===== config.mk =====
export PLATFORM = sky130hd
export DESIGN_NAME = pool_wb_arbiter_flat
export DESIGN_NICKNAME = d
export VERILOG_FILES = /design/src/rtl/pool_wb_arbiter_pkg.sv /design/src/rtl/pool_wb_arbiter_if.sv /design/src/rtl/pool_wb_fifo.sv /design/src/rtl/pool_wb_arbiter.sv /design/src/flat_wrapper.sv
export SDC_FILE = /design/constraint.sdc
export NUM_CORES = 1
export LEC_CHECK = 0
export BUFFER_PORTS_ARGS = -buffer_cell sky130_fd_sc_hd__buf_2
export CAP_MARGIN = 40
export CORE_MARGIN = 3
export CORE_UTILIZATION = 60
export CTS_CLUSTER_SIZE = 14
export DETAILED_ROUTE_END_ITERATION = 10
export GPL_ROUTABILITY_DRIVEN = 1
export PLACE_DENSITY = 0.76
export SYNTH_ARGS = -nofsm -noshare
export SYNTH_HDL_FRONTEND = slang
export SYNTH_HIERARCHICAL = 1
export SYNTH_SLANG_ARGS = --single-unit
export TNS_END_PERCENT = 5

===== constraint.sdc =====
create_clock -name clk -period 4.1 [get_ports clk]
set_clock_uncertainty 0.05 [all_clocks]
set_input_delay 0.41 -clock clk [delete_from_list [all_inputs] [get_ports clk]]
set_output_delay 0.41 -clock clk [all_outputs]
set_load 0.02 [all_outputs]

===== src/rtl/pool_wb_arbiter_pkg.sv =====
// Shared definitions for the pooling write-back arbiter: default lane/width
// macros, the lane entry layout and a small index-width helper.
`ifndef POOL_NUM
`define POOL_NUM 4
`endif
`ifndef DATA_WIDTH
`define DATA_WIDTH 8
`endif
`ifndef ADDRESS_WIDTH
`define ADDRESS_WIDTH 12
`endif

package pool_wb_arbiter_pkg;

  localparam int unsigned POOL_NUM_DEF   = `POOL_NUM;
  localparam int unsigned DATA_WIDTH_DEF = `DATA_WIDTH;
  localparam int unsigned ADDR_WIDTH_DEF = `ADDRESS_WIDTH;

  typedef struct packed {
    logic                      last;
    logic [ADDR_WIDTH_DEF-1:0] addr;
    logic [DATA_WIDTH_DEF-1:0] data;
  } lane_entry_t;

  // Width of a lane index; never zero so single-lane builds still elaborate.
  function automatic int unsigned idx_w(input int unsigned n);
    return (n > 1) ? $clog2(n) : 1;
  endfunction

endpackage


===== src/rtl/pool_wb_arbiter_if.sv =====
// Bus bundle between the pooling lanes and the ifmap buffer write port.
interface pool_wb_arbiter_if #(
  parameter int unsigned POOL_NUM      = `POOL_NUM,
  parameter int unsigned DATA_WIDTH    = `DATA_WIDTH,
  parameter int unsigned ADDRESS_WIDTH = `ADDRESS_WIDTH
);

  logic [POOL_NUM-1:0]                    pool_valid_i;
  logic [POOL_NUM-1:0]                    pool_last_i;
  logic [POOL_NUM-1:0][DATA_WIDTH-1:0]    pool_result_i;
  logic [POOL_NUM-1:0][ADDRESS_WIDTH-1:0] pool_result_address_i;
  logic                                   wr_en_o;
  logic [ADDRESS_WIDTH-1:0]               wr_addr_o;
  logic [DATA_WIDTH-1:0]                  wr_data_o;
  logic                                   layer_done_o;
  logic [POOL_NUM-1:0]                    overflow_o;

  modport master (
    output pool_valid_i, pool_last_i, pool_result_i, pool_result_address_i,
    input  wr_en_o, wr_addr_o, wr_data_o, layer_done_o, overflow_o
  );

  modport slave (
    input  pool_valid_i, pool_last_i, pool_result_i, pool_result_address_i,
    output wr_en_o, wr_addr_o, wr_data_o, layer_done_o, overflow_o
  );

endinterface


===== src/rtl/pool_wb_fifo.sv =====
// Per-lane synchronous FIFO; a push while full is accepted only alongside a pop.
module pool_wb_fifo #(
  parameter int unsigned WIDTH = 21,
  parameter int unsigned DEPTH = 4
) (
  input  logic             clk,
  input  logic             rst,
  input  logic             push_i,
  input  logic             pop_i,
  input  logic [WIDTH-1:0] din_i,
  output logic             full_c,
  output logic             empty_c,
  output logic [WIDTH-1:0] dout_c
);

  localparam int unsigned PW = $clog2(DEPTH);

  logic [PW:0]      wptr_q, rptr_q;
  logic [WIDTH-1:0] mem_q [DEPTH];
  logic             do_push, do_pop;

  // Extra pointer bit distinguishes full from empty.
  assign empty_c = (wptr_q == rptr_q);
  assign full_c  = (wptr_q[PW] != rptr_q[PW]) && (wptr_q[PW-1:0] == rptr_q[PW-1:0]);
  assign do_pop  = pop_i & ~empty_c;
  assign do_push = push_i & (~full_c | do_pop);
  assign dout_c  = mem_q[rptr_q[PW-1:0]];

  always_ff @(posedge clk) begin
    if (rst) begin
      wptr_q <= '0;
      rptr_q <= '0;
    end else begin
      if (do_push) wptr_q <= wptr_q + (PW+1)'(1);
      if (do_pop)  rptr_q <= rptr_q + (PW+1)'(1);
    end
  end

  always_ff @(posedge clk) begin
    if (do_push) mem_q[wptr_q[PW-1:0]] <= din_i;
  end

endmodule


===== src/rtl/pool_wb_arbiter.sv =====
// Round-robin write-back arbiter: drains per-lane result FIFOs into the ifmap
// buffer one word per cycle. POOL_WB_BASE_ADDR_EN adds a base_addr_i offset.
module pool_wb_arbiter
  import pool_wb_arbiter_pkg::*;
#(
  parameter int unsigned POOL_NUM      = `POOL_NUM,
  parameter int unsigned DATA_WIDTH    = `DATA_WIDTH,
  parameter int unsigned ADDRESS_WIDTH = `ADDRESS_WIDTH,
  parameter int unsigned FIFO_DEPTH    = 4
) (
  input logic                     clk,
  input logic                     rst,
`ifdef POOL_WB_BASE_ADDR_EN
  input logic [ADDRESS_WIDTH-1:0] base_addr_i,
`endif
  pool_wb_arbiter_if.slave        bus
);

  localparam int unsigned LW = idx_w(POOL_NUM);
  localparam int unsigned EW = 1 + ADDRESS_WIDTH + DATA_WIDTH;

  logic [POOL_NUM-1:0]          full, empty, pop;
  logic [POOL_NUM-1:0][EW-1:0]  din, dout;
  logic [LW-1:0]                rr_q, rr_d, gnt_idx;
  logic                         gnt_vld;
  logic [EW-1:0]                sel;
  logic                         sel_last;
  logic [ADDRESS_WIDTH-1:0]     sel_addr;
  logic [DATA_WIDTH-1:0]        sel_data;
  logic                         wr_en_q, wr_last_q, layer_done_q, layer_done_d;
  logic [ADDRESS_WIDTH-1:0]     wr_addr_q, wr_addr_d;
  logic [DATA_WIDTH-1:0]        wr_data_q;
  logic [LW-1:0]                wr_lane_q;
  logic [POOL_NUM-1:0]          done_q, done_d, done_set, ovf_q, ovf_d;

  for (genvar g = 0; g < POOL_NUM; g++) begin : g_lane
    assign din[g] = {bus.pool_last_i[g], bus.pool_result_address_i[g], bus.pool_result_i[g]};

    pool_wb_fifo #(.WIDTH(EW), .DEPTH(FIFO_DEPTH)) u_fifo (
      .clk     (clk),
      .rst     (rst),
      .push_i  (bus.pool_valid_i[g] & ~rst),
      .pop_i   (pop[g]),
      .din_i   (din[g]),
      .full_c  (full[g]),
      .empty_c (empty[g]),
      .dout_c  (dout[g])
    );
  end

  // Grant search begins at the lane after the previous winner.
  always_comb begin
    int unsigned lane;
    lane    = 0;
    gnt_vld = 1'b0;
    gnt_idx = rr_q;
    pop     = '0;
    for (int unsigned k = 1; k <= POOL_NUM; k++) begin
      lane = (32'(rr_q) + k) % POOL_NUM;
      if (!gnt_vld && !empty[LW'(lane)]) begin
        gnt_vld = 1'b1;
        gnt_idx = LW'(lane);
      end
    end
    if (gnt_vld) pop[gnt_idx] = 1'b1;
    rr_d = gnt_vld ? gnt_idx : rr_q;
  end

  assign sel      = dout[gnt_idx];
  assign sel_last = sel[EW-1];
  assign sel_addr = sel[DATA_WIDTH +: ADDRESS_WIDTH];
  assign sel_data = sel[DATA_WIDTH-1:0];

`ifdef POOL_WB_BASE_ADDR_EN
  assign wr_addr_d = sel_addr + base_addr_i;
`else
  assign wr_addr_d = sel_addr;
`endif

  // Done flags track the word currently on the write port; all-set pulses and clears.
  always_comb begin
    done_set = '0;
    if (wr_en_q && wr_last_q) done_set[wr_lane_q] = 1'b1;
    done_d       = done_q | done_set;
    layer_done_d = 1'b0;
    if (&done_d) begin
      layer_done_d = 1'b1;
      done_d       = '0;
    end
  end

  assign ovf_d = ovf_q | (bus.pool_valid_i & full & ~pop);

  always_ff @(posedge clk) begin
    if (rst) begin
      rr_q         <= LW'(POOL_NUM - 1);
      wr_en_q      <= 1'b0;
      wr_addr_q    <= '0;
      wr_data_q    <= '0;
      wr_last_q    <= 1'b0;
      wr_lane_q    <= '0;
      done_q       <= '0;
      layer_done_q <= 1'b0;
      ovf_q        <= '0;
    end else begin
      rr_q    <= rr_d;
      wr_en_q <= gnt_vld;
      if (gnt_vld) begin
        wr_addr_q <= wr_addr_d;
        wr_data_q <= sel_data;
        wr_last_q <= sel_last;
        wr_lane_q <= gnt_idx;
      end
      done_q       <= done_d;
      layer_done_q <= layer_done_d;
      ovf_q        <= ovf_d;
    end
  end

  assign bus.wr_en_o      = wr_en_q;
  assign bus.wr_addr_o    = wr_addr_q;
  assign bus.wr_data_o    = wr_data_q;
  assign bus.layer_done_o = layer_done_q;
  assign bus.overflow_o   = ovf_q;

endmodule

===== src/flat_wrapper.sv =====
// flat-port wrapper written by rule: the top's interface ports become plain ports
module pool_wb_arbiter_flat import pool_wb_arbiter_pkg::*;
#(
  parameter int unsigned POOL_NUM      = `POOL_NUM,
  parameter int unsigned DATA_WIDTH    = `DATA_WIDTH,
  parameter int unsigned ADDRESS_WIDTH = `ADDRESS_WIDTH,
  parameter int unsigned FIFO_DEPTH    = 4
)
  (clk, rst, bus_pool_valid_i, bus_pool_last_i, bus_pool_result_i, bus_pool_result_address_i, bus_wr_en_o, bus_wr_addr_o, bus_wr_data_o, bus_layer_done_o, bus_overflow_o);
  pool_wb_arbiter_if #(.POOL_NUM(POOL_NUM), .DATA_WIDTH(DATA_WIDTH), .ADDRESS_WIDTH(ADDRESS_WIDTH)) bus_i ();
  input logic clk;
  input logic rst;
  input wire logic [$bits(bus_i.pool_valid_i)-1:0] bus_pool_valid_i;
  input wire logic [$bits(bus_i.pool_last_i)-1:0] bus_pool_last_i;
  input wire logic [$bits(bus_i.pool_result_i)-1:0] bus_pool_result_i;
  input wire logic [$bits(bus_i.pool_result_address_i)-1:0] bus_pool_result_address_i;
  output wire logic [$bits(bus_i.wr_en_o)-1:0] bus_wr_en_o;
  output wire logic [$bits(bus_i.wr_addr_o)-1:0] bus_wr_addr_o;
  output wire logic [$bits(bus_i.wr_data_o)-1:0] bus_wr_data_o;
  output wire logic [$bits(bus_i.layer_done_o)-1:0] bus_layer_done_o;
  output wire logic [$bits(bus_i.overflow_o)-1:0] bus_overflow_o;
  assign bus_i.pool_valid_i = bus_pool_valid_i;
  assign bus_i.pool_last_i = bus_pool_last_i;
  assign bus_i.pool_result_i = bus_pool_result_i;
  assign bus_i.pool_result_address_i = bus_pool_result_address_i;
  assign bus_wr_en_o = bus_i.wr_en_o;
  assign bus_wr_addr_o = bus_i.wr_addr_o;
  assign bus_wr_data_o = bus_i.wr_data_o;
  assign bus_layer_done_o = bus_i.layer_done_o;
  assign bus_overflow_o = bus_i.overflow_o;
  pool_wb_arbiter #(.POOL_NUM(POOL_NUM), .DATA_WIDTH(DATA_WIDTH), .ADDRESS_WIDTH(ADDRESS_WIDTH), .FIFO_DEPTH(FIFO_DEPTH)) u_core (.clk(clk), .rst(rst), .bus(bus_i));
endmodule

* Word level (Yosys, flattened, before mapping)
Memories as Yosys holds them, arrays and structs flattened. A register that Yosys moved wholly into a read port is not among the register bits. Index checks and enable logic that the tools add are counted.
Storage, ports and cells: flip-flop bits (word level) 59, input port bits 90, output and inout bits 26, bits in writable memories 336, memories 4, logic and storage cells 141
Memory list:
- u_core.g_lane[0].u_fifo.mem_q | depth 4, bits a word 21, read ports 1, clocked after Yosys merged registers in 1, wr ports 1, RTL line pool_wb_fifo.sv:19 | logic [WIDTH-1:0] mem_q [DEPTH];
- u_core.g_lane[1].u_fifo.mem_q | depth 4, bits a word 21, read ports 1, clocked after Yosys merged registers in 1, wr ports 1, RTL line pool_wb_fifo.sv:19
- u_core.g_lane[2].u_fifo.mem_q | depth 4, bits a word 21, read ports 1, clocked after Yosys merged registers in 1, wr ports 1, RTL line pool_wb_fifo.sv:19
- u_core.g_lane[3].u_fifo.mem_q | depth 4, bits a word 21, read ports 1, clocked after Yosys merged registers in 1, wr ports 1, RTL line pool_wb_fifo.sv:19
Cells by class: equality and inequality tests 12, reductions and logical operators 17, mux-type cells 41, $lt $le $gt $ge 8, $add $sub $neg 12, bitwise operators 30
Operator list (count):
- 21-bit binary-select mux with 2-bit select | 1
- 3-bit by 1-bit adder with 3-bit output (second input constant) | 8
- 2-bit 2-to-1 mux | 12
- 21-bit 2-to-1 mux | 1
- 1-bit 2-to-1 mux | 19
- 2-bit by 3-bit less-than comparator with 1-bit output (second input constant) | 6
- 1-bit bitwise AND | 12
- 3-bit == test | 4
- 1-bit logical AND | 10
- 1-bit NOT | 9
- 4-bit bitwise AND | 2
- 1-bit binary-select mux with 2-bit select | 4
- 2-bit == test | 4
- 4-bit 2-to-1 mux | 2
- 4-bit OR | 2
- 1-bit logical NOT | 5
- 2-bit by 1-bit adder with 2-bit output (second input constant) | 2
- 2-bit adder (second input constant) | 2
- 1-bit demux with 2-bit select | 2
- 2-bit by 1-bit >= comparator with 1-bit output (second input constant) | 2
- 1-bit != test | 4
- 4-bit NOT | 1
- 1-bit OR | 4
- 4-bit AND reduction | 1
- 2-bit OR reduction | 1

* Logic depth before layout (Yosys ltp)
depth after elaboration 22, mapped depth 12, depth with buffers taken out 10

* Modules after synthesis
Netlist, hierarchy kept.
Modules (own cells, without submodules):
- pool_wb_fifo | times used 4, area each 3562.2 µm², cells each 164, sequential area each 2682.6 µm²
- pool_wb_arbiter | times used 1, area each 1985.7 µm², cells each 223, sequential area each 700.7 µm²

* Least setup slack after synthesis
OpenSTA, ideal clock, no wires.
kind flip-flop to flip-flop, from register u_core.g_lane[1].u_fifo.wptr_q[1], to memory u_core.g_lane[2].u_fifo.mem_q[0][0] (enable), library setup time 379 ps, path slack 916 ps, buffers on the path 2, stages on the path, launching flop included 13, clock period less this slack 3184 ps, data required time 3671 ps, arrival time 2754 ps, cells stage by stage dfxtp_1 xnor2_2 nand2_1 nor2_1 a2bb2oi_2 mux2i_1 buf_6 buf_6 nand2_1 nor2_1 inv_1 a41oi_2 and2_1
Between the ends: cells in the longest elaborated chain, start to end 22, elaborated cells on any way between the ends 36, classes of those cells 2 x order compare; 1 x eq/ne; 21 x mux; 3 x bitwise; 9 x reduce/logical
RTL lines:
- from (decl) | RTL line pool_wb_fifo.sv:18 | logic [PW:0] wptr_q, rptr_q;
- from (signal assigned) | RTL line pool_wb_fifo.sv:34 | if (do_push) wptr_q <= wptr_q + (PW+1)'(1);
- 3-bit == test * | RTL line pool_wb_fifo.sv:23 | assign empty_c = (wptr_q == rptr_q);
- via u_core.empty[1] | RTL line pool_wb_arbiter.sv:22 | logic [POOL_NUM-1:0] full, empty, pop;
- 1-bit binary-select mux with 2-bit select | RTL line pool_wb_arbiter.sv:60 | if (!gnt_vld && !empty[LW'(lane)]) begin
- 1-bit 2-to-1 mux (not written as such) | RTL line pool_wb_arbiter.sv:60
- 1-bit logical NOT | RTL line pool_wb_arbiter.sv:60
- 1-bit logical AND | RTL line pool_wb_arbiter.sv:60
- 1-bit 2-to-1 mux | RTL line pool_wb_arbiter.sv:60
- 1-bit logical NOT | RTL line pool_wb_arbiter.sv:60
- [... 8 more ...]
- 1-bit demux with 2-bit select
- 4-bit 2-to-1 mux * | RTL line pool_wb_arbiter.sv:65 | if (gnt_vld) pop[gnt_idx] = 1'b1;
- via u_core.pop[2] | RTL line pool_wb_arbiter.sv:22
- 1-bit bitwise AND * | RTL line pool_wb_fifo.sv:25 | assign do_pop = pop_i & ~empty_c;
- 1-bit OR * | RTL line pool_wb_fifo.sv:26 | assign do_push = push_i & (~full_c | do_pop);
- 1-bit bitwise AND * | RTL line pool_wb_fifo.sv:26
- 1-bit 2-to-1 mux * | RTL line pool_wb_fifo.sv:40 | if (do_push) mem_q[wptr_q[PW-1:0]] <= din_i;
- 1-bit 2-to-1 mux (not written as such) * | RTL line pool_wb_fifo.sv:40
- to (decl) | RTL line pool_wb_fifo.sv:19
The timed path passes the listed nets; every way through them passes the cells marked *. The select of a mux whose other input is x is not followed.

* Worst setup path after layout
from register u_core.g_lane[0].u_fifo.wptr_q[1], to memory u_core.g_lane[2].u_fifo.mem_q[1][4] (enable)
Between the ends: cells in the longest elaborated chain, start to end 22, elaborated cells on any way between the ends 36, classes of those cells 2 x order compare; 1 x eq/ne; 21 x mux; 3 x bitwise; 9 x reduce/logical
RTL lines (RTL line):
- from (decl) | pool_wb_fifo.sv:18
- from (signal assigned) | pool_wb_fifo.sv:34
- 3-bit == test * | pool_wb_fifo.sv:23
- via u_core.empty[0] | pool_wb_arbiter.sv:22
- 1-bit binary-select mux with 2-bit select | pool_wb_arbiter.sv:60
- 1-bit 2-to-1 mux (not written as such) | pool_wb_arbiter.sv:60
- 1-bit logical NOT | pool_wb_arbiter.sv:60
- 1-bit logical AND | pool_wb_arbiter.sv:60
- 1-bit 2-to-1 mux | pool_wb_arbiter.sv:60
- 1-bit logical NOT | pool_wb_arbiter.sv:60
- [... 8 more ...]
- 1-bit demux with 2-bit select
- 4-bit 2-to-1 mux * | pool_wb_arbiter.sv:65
- via u_core.pop[2] | pool_wb_arbiter.sv:22
- 1-bit bitwise AND * | pool_wb_fifo.sv:25
- 1-bit OR * | pool_wb_fifo.sv:26
- 1-bit bitwise AND * | pool_wb_fifo.sv:26
- 1-bit 2-to-1 mux * | pool_wb_fifo.sv:40
- 1-bit 2-to-1 mux (not written as such) * | pool_wb_fifo.sv:40
Marked as above.

==> flow_summary.ini <==
[yosys]
synth.top_cell.area_share_pct = 62.2
seq_area_frac_synth_pct = 70.4
syn-num-nets = 989
synth_top_area_cell = edfxtp_1
synth-seq-cells = 403
synth_flop_cell = edfxtp_1
synth_cells = 879
syn_area_per_cell_um2 = 18.5
synth.distinct_cells = 45
mappedNetlistArea_um2 = 16200
yosysWarningCount = 6
async_reset_ff_share_pct = 0
synth.area.top_cells = edfxtp_1, mux4_2, dfxtp_1
synth_edf_count = 336

[clock_tree]
ctsResizeCount = 0
cts_buffers = 40
path_clk_slew_ps = 60
clock_latency_ps = 520
h-tree-depth = 2
post-cts-setup-buffers = 0
cts_root_buf = clkbuf_16
clock_path_buffers = 3
postCtsHoldBufs = 0
clkSinkCount = 403
cts_tree = done

[worst_setup_path]
required_ps = 4250
critPathKind = flip-flop to flip-flop
path_max_fanout = 16
startpoint_type = flip-flop
crit_path_end_kind = flip-flop
arrival_ps = 3480

[sta]
setup_viol = 0
finalHoldViolations = 0
worstMarginPinSlew_ps = 731
max_freq_mhz = 300
finalSetupTns_ps = 0
rsz0062_at_grt = false
max_slew_margin_pct = 51.3
fin_crit_ps = 3330
maxSlewViolCount = 0
fin_hold_ws_ps = 51.0
fin_crit_sh_pct = 81.2

[drt]
finalWirelength_um = 33000
drc = 0
num_vias = 8400
vias_per_cell = 6.00
drtPass1Iterations = 5
wire_per_inst_um = 23.6
drt_first_iter_violations = 895
postRouteAntennaNets = 0

[floorplan]
die_w_um = 170
initial_core_util_pct = 61.6
core_um2 = 26400
fp.dieH_um = 170
rows = 59
ios = 116
dieArea_um2 = 29100

[power]
switching_share_pct = 31.2
internal-power_uw = 8090
p_leak_uw = 0.00642
combinationalPowerShare_pct = 29.5
p_clk_share_pct = 28.8
power_density_nw_per_um2 = 632
seq_power_share_pct = 41.7
peakVddDrop_mv = 0.527
power.switching_uw = 3660

[global_routing]
grt_pass1_wl_um = 49700
grt_usage_pct = 23.0
antenna_found_initial = 1
first_global_vias = 8429
overflow = 0
grt_max_degree = 42

[final_layout]
fillers = 1654
areaGrowthSynthToFinish_pct = 14.4
final_cell_mix = edfxtp_1, buf_2, mux4_2
layout.nets = 1142
drive_above_1_share_pct = 30.3
final_common_cell = edfxtp_1
seq_area_um2 = 11400
multiInputGateArea_um2 = 4520
finalInstanceArea_um2 = 18600

[place]
portBuffers = 115
gp_congestion = 0.845
hpwlAfterDp_um = 22200
dpl_cell_area_um2 = 17400

[hold_path]
min_path_type = input port to flip-flop

[outcome]
status = finished clean

[job]
drv_cap = 0
kinds of logic (layout without fill, tap and decap cells):
| group | after synthesis | in the layout | synth area share [%] |
|---|---|---|---|
| buffers and inverters | 63 | 247 | 1.80 |
| other | 0 | 1 | 0 |
| adders and majority gates | 20 | 20 | 1.54 |
| DFF | 403 | 403 | 70.4 |
| and+or+nand+nor | 165 | 165 | 5.13 |
| AOI/OAI and AO/OA | 61 | 61 | 3.70 |
| muxes | 151 | 151 | 16.0 |
| xor gates and xnor gates | 16 | 16 | 1.42 |
final cells by class:
type / count / area share [%]
inverter: 25 / 0.505
antenna: 1 / 0.0135
sequential: 403 / 61.5
multi-input combinational: 413 / 24.4
timing repair buffer: 149 / 4.77
tap: 335 / 2.26
clock inverter: 22 / 0.727
clock buffer: 51 / 5.84
layer usage:
| layer | wire, µm | vias up | global-route usage, % |
|---|---|---|---|
| li1 | - | 3781 | - |
| met1 | 14700 | 4320 | 35.6 |
| met2 | 15800 | 257 | 35.2 |
| met3 | 1990 | 42 | 3.70 |
| met4 | 599 | 0 | 5.47 |
| met5 | 0 | - | 0 |
worst max-delay path: stages (launching register included):
cell and delay (ps):
dfxtp_1 380, xnor2_2 360, nand2_1 120, nor2_1 280, a2bb2oi_2 120, mux2i_4 190, nand2_1 130, nor2_1 220
inv_1 140, a41oi_2 290, and2_1 380, buf_4 330
through the flow:
step	setup WS, ps	cells	util [%]	total power [µW]
detailed placement	819	1325	65.8	8460
floorplan	916	879	-	7510
global route	510	1399	70.5	12300
global placement	929	1321	65.6	8400
finish	771	1399	70.5	11700
CTS	788	1398	70.5	11800
cell usage after synthesis, types with 2 or more instances:
master,count
a211o_1,4
a21o_1,2
a21oi_1,5
a31oi_1,4
a31oi_2,4
a32o_1,21
a41oi_2,8
and2_1,12
buf_2,12
buf_6,5
clkbuf_1,20
dfxtp_1,67
edfxtp_1,336
ha_1,20
inv_1,25
mux2_1,12
mux2_4,4
mux2i_1,51
mux4_2,84
nand2_1,54
nand2b_1,18
nand3_1,3
nand3b_1,6
nand4_1,5
nand4bb_1,4
nor2_1,35
nor2b_1,20
nor3_1,4
o211ai_1,4
o21a_1,2
xnor2_1,4
xnor2_2,8
xor2_2,4
flip-flops by register name (all words and copies together), names as in the netlist, named ones only:
signal	count
u_core/bus.layer_done_o	1
u_core/bus.overflow_o	4
u_core/bus.wr_addr_o	12
u_core/bus.wr_data_o	8
u_core/bus.wr_en_o	1
u_core/done_q	4
u_core/g_lane.u_fifo/mem_q	336
u_core/g_lane.u_fifo/rptr_q	12
u_core/g_lane.u_fifo/wptr_q	12
u_core/rr_q	2
u_core/wr_lane_q	2
u_core/wr_last_q	1
worst paths after layout:
path	start	end	slack (ps)	cells after the start
worst max-delay path	u_core/g_lane[0].u_fifo/wptr_q[1]$_SDFFE_PP0P_	u_core/g_lane[2].u_fifo/mem_q[1][4]$_DFFE_PP_	770	11
worst min-delay path	bus_pool_result_address_i[3]	u_core/g_lane[0].u_fifo/mem_q[0][11]$_DFFE_PP_	50	1
worst max register to register	u_core/g_lane[0].u_fifo/wptr_q[1]$_SDFFE_PP0P_	u_core/g_lane[2].u_fifo/mem_q[1][4]$_DFFE_PP_	770	11
worst min register to register	u_core/bus.wr_addr_o[2]$_SDFFE_PP0N_	u_core/bus.wr_addr_o[2]$_SDFFE_PP0N_	410	1
power by group through the flow:
stage	sequential (µW)	clock, µW	combinational [µW]
4_1_cts	4900	3450	3490
3_5_place_dp	4980	0	3470
2_1_floorplan	5020	0	2480
6_report	4900	3380	3470
5_1_grt	4920	3610	3720
3_3_place_gp	4980	0	3420
No activity file was read; power rests on OpenSTA's default activity.
